[config.mk]
export PLATFORM = sky130hd
export DESIGN_NAME = vga_scan_timer
export DESIGN_NICKNAME = d
export VERILOG_FILES = /design/src/rtl/vga_scan_timer.sv
export SDC_FILE = /design/constraint.sdc
export NUM_CORES = 1
export LEC_CHECK = 0
export CORE_ASPECT_RATIO = 0.7
export CORE_MARGIN = 2
export CORE_UTILIZATION = 40
export CTS_CLUSTER_SIZE = 16
export DETAILED_ROUTE_END_ITERATION = 8
export PLACE_DENSITY = 0.66
export RECOVER_POWER = 50
export SYNTH_ARGS = -nofsm -noshare
export SYNTH_HDL_FRONTEND = slang
export SYNTH_SLANG_ARGS = --single-unit
[constraint.sdc]
create_clock -name sysclk -period 4.6 [get_ports sysclk]
set_clock_uncertainty 0.2 [all_clocks]
set_input_delay 0.92 -clock sysclk [delete_from_list [all_inputs] [get_ports sysclk]]
set_output_delay 0.92 -clock sysclk [all_outputs]
set_load 0.01 [all_outputs]
[src/rtl/vga_scan_timer.sv]
// rtl/vga_scan_timer.sv - raster scan timer: address generation, sync/blank delay line, RGB output stage
module vga_scan_timer #(
    parameter int H_SYNC   = 120,
    parameter int H_BACK   = 64,
    parameter int H_ACTIVE = 800,
    parameter int H_FRONT  = 56,
    parameter int V_SYNC   = 6,
    parameter int V_BACK   = 23,
    parameter int V_ACTIVE = 600,
    parameter int V_FRONT  = 37,
    parameter bit SYNC_POL = 1'b1,
    parameter int PIPE_LAT = 0
) (
    input  logic        sysclk,
    input  logic        rst_n,
    input  logic        pix_en,
    output logic [21:0] display_addr,
    input  logic [2:0]  display_data,
    output logic        hsync,
    output logic        vsync,
    output logic        vga_r,
    output logic        vga_g,
    output logic        vga_b,
    output logic        video_on,
    output logic        frame_start
);

    localparam int H_TOTAL = H_SYNC + H_BACK + H_ACTIVE + H_FRONT;
    localparam int V_TOTAL = V_SYNC + V_BACK + V_ACTIVE + V_FRONT;

    // Wrap points fit in 11 bits as long as each total is at most 2048.
    localparam logic [10:0] H_LAST = 11'(H_TOTAL - 1);
    localparam logic [10:0] V_LAST = 11'(V_TOTAL - 1);

    // Region bounds are compared at 12 bits so an end bound of exactly 2048 still works.
    localparam logic [11:0] H_SYNC_END = 12'(H_SYNC);
    localparam logic [11:0] H_ACT_BEG  = 12'(H_SYNC + H_BACK);
    localparam logic [11:0] H_ACT_END  = 12'(H_SYNC + H_BACK + H_ACTIVE);
    localparam logic [11:0] V_SYNC_END = 12'(V_SYNC);
    localparam logic [11:0] V_ACT_BEG  = 12'(V_SYNC + V_BACK);
    localparam logic [11:0] V_ACT_END  = 12'(V_SYNC + V_BACK + V_ACTIVE);

    typedef struct packed {
        logic hs;
        logic vs;
        logic act;
        logic fs;
    } decode_t;

    logic [10:0] h_cnt;
    logic [10:0] v_cnt;
    decode_t     dec;
    decode_t     dec_d;

    // Horizontal/vertical scan counters; the line counter steps only on the pixel wrap.
    always_ff @(posedge sysclk) begin
        if (!rst_n) begin
            h_cnt <= '0;
            v_cnt <= '0;
        end else if (pix_en) begin
            if (h_cnt == H_LAST) begin
                h_cnt <= '0;
                v_cnt <= (v_cnt == V_LAST) ? 11'd0 : v_cnt + 11'd1;
            end else begin
                h_cnt <= h_cnt + 11'd1;
            end
        end
    end

    // The counters are the address register, so the address is the raw scan position.
    assign display_addr = {h_cnt, v_cnt};

    // Stage-0 decode of the address currently presented to the pixel source.
    always_comb begin
        dec     = '0;
        dec.hs  = ({1'b0, h_cnt} < H_SYNC_END);
        dec.vs  = ({1'b0, v_cnt} < V_SYNC_END);
        dec.act = ({1'b0, h_cnt} >= H_ACT_BEG) && ({1'b0, h_cnt} < H_ACT_END) &&
                  ({1'b0, v_cnt} >= V_ACT_BEG) && ({1'b0, v_cnt} < V_ACT_END);
        dec.fs  = (h_cnt == 11'd0) && (v_cnt == 11'd0);
    end

    // Delay line matching the pixel source's extra latency; absent when the source is combinational.
    generate
        if (PIPE_LAT == 0) begin : g_no_dly
            assign dec_d = dec;
        end else begin : g_dly
            decode_t dly_q [PIPE_LAT];

            // Shift the decode along with each pixel step; reset flushes to idle.
            always_ff @(posedge sysclk) begin
                if (!rst_n) begin
                    for (int i = 0; i < PIPE_LAT; i++) begin
                        dly_q[i] <= '0;
                    end
                end else if (pix_en) begin
                    dly_q[0] <= dec;
                    for (int i = 1; i < PIPE_LAT; i++) begin
                        dly_q[i] <= dly_q[i-1];
                    end
                end
            end

            assign dec_d = dly_q[PIPE_LAT-1];
        end
    endgenerate

    // Output stage: sample the pixel together with its aligned decode and blank outside the active area.
    always_ff @(posedge sysclk) begin
        if (!rst_n) begin
            hsync       <= ~SYNC_POL;
            vsync       <= ~SYNC_POL;
            vga_r       <= 1'b0;
            vga_g       <= 1'b0;
            vga_b       <= 1'b0;
            video_on    <= 1'b0;
            frame_start <= 1'b0;
        end else if (pix_en) begin
            hsync                 <= dec_d.hs ? SYNC_POL : ~SYNC_POL;
            vsync                 <= dec_d.vs ? SYNC_POL : ~SYNC_POL;
            {vga_r, vga_g, vga_b} <= dec_d.act ? display_data : 3'b000;
            video_on              <= dec_d.act;
            frame_start           <= dec_d.fs;
        end else begin
            // A stalled step must not stretch the frame marker.
            frame_start <= 1'b0;
        end
    end

endmodule

* Word-level counts from Yosys, hierarchy flattened *
Cells that the tools add are included.

cells by class
  $add $sub $neg = 2
  multipliers = 0
  div/mod/pow operators = 0
  $lt $le $gt $ge = 6
  equal/unequal tests = 2
  shifts and indexed selects = 0
  mux-type cells = 5
  bitwise gates (word level) = 0
  reduce and logical (&&, ||, !) cells = 8

operator list
  cell                                                                    count
  11-bit by 1-bit adder with 11-bit output, second input constant         2
  11-bit zero test                                                        2
  11-bit by 10-bit < comparator with 1-bit output, second input constant  2
  11-bit two-way mux                                                      2
  11-bit by 10-bit == test with 1-bit output, second input constant       1
  11-bit == test, second input constant                                   1
  11-bit by 5-bit >= comparator with 1-bit output, second input constant  1
  11-bit by 8-bit >= comparator with 1-bit output, second input constant  1
  11-bit by 3-bit < comparator with 1-bit output, second input constant   1
  11-bit by 7-bit < comparator with 1-bit output, second input constant   1
  1-bit logical AND                                                       4
  2-bit AND reduction                                                     2
  3-bit two-way mux                                                       1
  1-bit two-way mux                                                       2

word-level totals
  register bits = 29
  bits in latches = 0
  memory bits (writable) = 0
  bits in read-only memories = 0
  bits of input ports = 6
  output and inout bits = 29
  word-level logic and storage cells = 32
  memories = 0

* Depth between registers and ports, before layout *
  depth after elaboration = 5
  mapped depth = 6
  depth with buffers taken out = 6

* Worst setup path before layout *
Ideal clock, no wire load.

  kind = input port to flip-flop
  start = in pix_en
  end = reg v_cnt[4]
  library setup time = 0.067 ns
  arrival = 1.895 ns
  data required time = 4.333 ns
  setup slack = 2.438 ns
  cell stages on the path = 5
  buffers on the path = 1
  cell sequence = and4_1 -> buf_6 -> nand4_4 -> or4_4 -> a21oi_2

on the way
  cells in the longest elaborated chain, start to end = 1

ends and longest elaborated chain
  what                           RTL line  text
  start, declared                16        input logic pix_en,
  2-bit AND reduction (no line)  -
  end signal, assigned           63        v_cnt <= (v_cnt == V_LAST) ? 11'd0 : v_cnt + 11'd1;
  end, declared                  51        logic [10:0] v_cnt;

No other way between the ends.
A chain may end at the register's enable or synchronous reset.

* Worst setup path after layout *
  start = in pix_en
  end = reg v_cnt[5]

The elaborated chain is that of the path after synthesis.

==> impl_results.md <==
- Status: finished clean
- Synth area leader: dfxtp_1
- Skew-Pair Late Insertion Delay: 0.28 ns
- DR DRC count: 0
- Initial DRC count: 89
- DR pass1 iterations: 4
- Kind of cell adding the most delay to the critical path: buffers and inverters
- Combined area of the multi-input logic cells: 842 um2
- Wirelength per Cell: 13.4 um
- Post-synthesis sequential area ratio: 38.8%
- Most frequent cells after synthesis: dfxtp_1 (29), nor2_1 (16), nand2_1 (13)
- Final period util: 64.3%
- Share of layout cells above drive strength 1: 7.51%
- Syn avg cell area: 8.51 um2
- Final Max Tran Viols: 0
- Clock root cell: clkbuf_8
- Slowest-stage cell, CP: dlygate4sd3_1
- WP data required: 4.54 ns
- Clock Pin Slew Worst Setup and Hold Paths: 0.07 ns
- Hold Path Stages: 2
- Worst-margin pin slew: 0.687 ns
- Cell Pwr Density: 301 nW/um2
- Max Fanout on Critical Path: 11
- Post-CTS sizing: 0
- Setup Fix Bufs, Post-CTS: 0
- Post-synth top area share: 38.8%
- #FFs+latches synth: 29
- Clk sinks: 29
- Die area: 4260 um2
- IO Pins: 35
- Leak: 0.753 nW
- Pwr Total: 0.602 mW
- Worst Setup Start Kind: primary input
- First-pass GRT wire length: 5730 um
- CP peak stage delay: 0.77 ns
- Core area: 3560 um2
- Number of buffers added on ports: 34
- Initial antenna violation count: 0
- Critical path depth in cells: 5
- Adder-cell share of the synthesized area: 4.18%
- Fin worst setup slack: 1.64 ns
- Ys flop type: dfxtp_1
- Critical path, cell by cell: dlygate4sd3_1 -> and4_1 -> nand4_1 -> o21ai_2 -> a21oi_1
- RSZ-0062 raised after global routing: no
- Final core utilization: 56.3%
- Hold WS: 0.249 ns
- Final cell count without fillers: 263
- Post-Synth Simple-Gate Area: 30.4%
- Area growth from synthesis to final layout: 33.8%
- Vias: 1403
- Xor/xnor share of the synthesized area: 6.43%
- Fraction of registers with async set/reset: 0%
- HPWL after DPL: 2660 um
- Post-synthesis mux area share: 1.34%
- Maximum VDD drop: 0.361 mV
- CTS Buffer Depth: 2
- Synth Warn #: 0
- Placed cell count: 255
- Compound-Gate Fraction of Synth Area: 13.9%
- Tmin final: 2.96 ns
- Gp weighted congestion: 0.766
- Largest family of logic cells by synthesized area: simple AND/OR/NAND/NOR gates
- Final Cell Area: 2000 um2
- Vias in the first global route: 1192
- Critical path data arrival time: 2.90 ns
- Normalized max-slew margin: 53.8%
- Final setup TNS: 0 ns
- Fin. Hold Viols: 0
- Post-synth net total: 187
- Final setup fails: 0
- CTS tree: built
- DP Worst Slack: 1.46 ns
- Crit Path Class: in -> reg
- DRT Wirelength: 3530 um
- Filler cell count: 354
- Cell with the most instances after synthesis: dfxtp_1
- Total GRT Usage: 18.0%
- Crit. End Element: flip-flop
- Number of hold buffers added after CTS: 0
- DIE HEIGHT: 55.2 um
- Fmax: 338 MHz
- H-Tree Level Count: 2
- Via density: 5.33
- Total congestion overflow: 0
- Reg2Reg Depth: 4
- Post-DP Area: 1870 um2
- # diodes: 0
- Cell variety after synth: 38
- Nets: 223
- EDFF count, synth: 0
- Post-Synthesis Cells: 176
- Num CTS Buffers: 5
- Largest net degree at the start of global routing: 12
- Worst min path class: reg -> reg
- Die Wd: 77.1 um
- Main area contributors after synthesis: dfxtp_1 (39%), xnor2_1 (5.8%), ha_1 (4.2%)
- CP bufs+invs: 1
- Antenna Nets Post-Route: 0
- Storage cell area: 581 um2
- Initial Utilization: 42.1%
- Max-Cap Viols: 0
- Netlist Area Pre-Place: 1500 um2
- Num rows: 18
power by group:
| part | internal, mW | total (mW) | switching [mW] | leakage, nW |
|---|---|---|---|---|
| clock network | 0.215 | 0.316 | 0.101 | 0.0681 |
| registers | 0.255 | 0.258 | 0.00325 | 0.235 |
| logic | 0.0144 | 0.0286 | 0.0142 | 0.450 |
| total | 0.484 | 0.602 | 0.118 | 0.753 |
layout make-up:
class	instances	share of cell area (%)
multi-input cells	130	42.0
flip-flops and latches	29	29.0
repair buffers	34	17.0
clock buffers	5	3.43
clock inverters	3	3.25
well taps	50	3.12
inverters	12	2.25
cell usage in the layout (no fill, tap or decap), types with 2 or more instances in the layout:
| cell | synthesis | routed |
|---|---|---|
| dfxtp_1 | 29 | 29 |
| clkdlybuf4s50_1 | 0 | 12 |
| mux2i_1 | 2 | 2 |
| and2_1 | 3 | 2 |
| a21boi_0 | 3 | 3 |
| or3_1 | 7 | 7 |
| and3_1 | 4 | 4 |
| o31ai_1 | 4 | 4 |
| nand2_1 | 13 | 13 |
| nand3_1 | 10 | 10 |
| bufinv_16 | 0 | 2 |
| dlygate4sd3_1 | 0 | 22 |
| ha_1 | 5 | 5 |
| o2111ai_1 | 2 | 2 |
| xnor2_1 | 10 | 10 |
| clkbuf_8 | 0 | 5 |
| nor3_4 | 2 | 2 |
| a21oi_1 | 9 | 9 |
| inv_1 | 12 | 12 |
| nor4_1 | 2 | 2 |
| nor2_1 | 16 | 16 |
| o21ai_0 | 10 | 10 |
| nand4_1 | 9 | 9 |
| nor3_1 | 5 | 5 |
sequential cells by signal (all words and copies together), names as in the netlist:
name and flops:
vsync 1, h_cnt 11, video_on 1, frame_start 1, vga_r 1, vga_g 1
hsync 1, vga_b 1, v_cnt 11
worst min-delay path, stage by stage (launching register included):
cell	delay, ns
dfxtp_1	0.32
nand2_1	0.05
o31ai_1	0.05
final timing paths:
check / slack [ns] / endpoint / from
setup / recovery: 1.64 / v_cnt[5]$_SDFFE_PN0P_ / pix_en
hold / removal: 0.25 / vga_g$_SDFFE_PN0P_ / vga_g$_SDFFE_PN0P_
setup reg to reg: 2.48 / v_cnt[5]$_SDFFE_PN0P_ / v_cnt[5]$_SDFFE_PN0P_
hold reg to reg: 0.25 / vga_g$_SDFFE_PN0P_ / vga_g$_SDFFE_PN0P_
kinds of logic (layout without fill, tap and decap cells):
logic type,Yosys count,in the layout
flip-flops,29,29
AND/OR/NAND/NOR,79,79
buffers and inverters,17,54
AO/OA/AOI/OAI,33,33
multiplexers,2,2
XOR/XNOR,11,11
adder cells (fa/ha/maj),5,5
routing by layer:
layer  vias up  global-route usage, %  part of all wire (%)
met5         -                      0                     0
met1       653                   23.9                    49
met3         5                   6.17                   7.0
met4         0                   7.14                   1.2
li1        704                      -                     -
met2        41                   27.1                    43
Power figures use the tool's default switching activity.
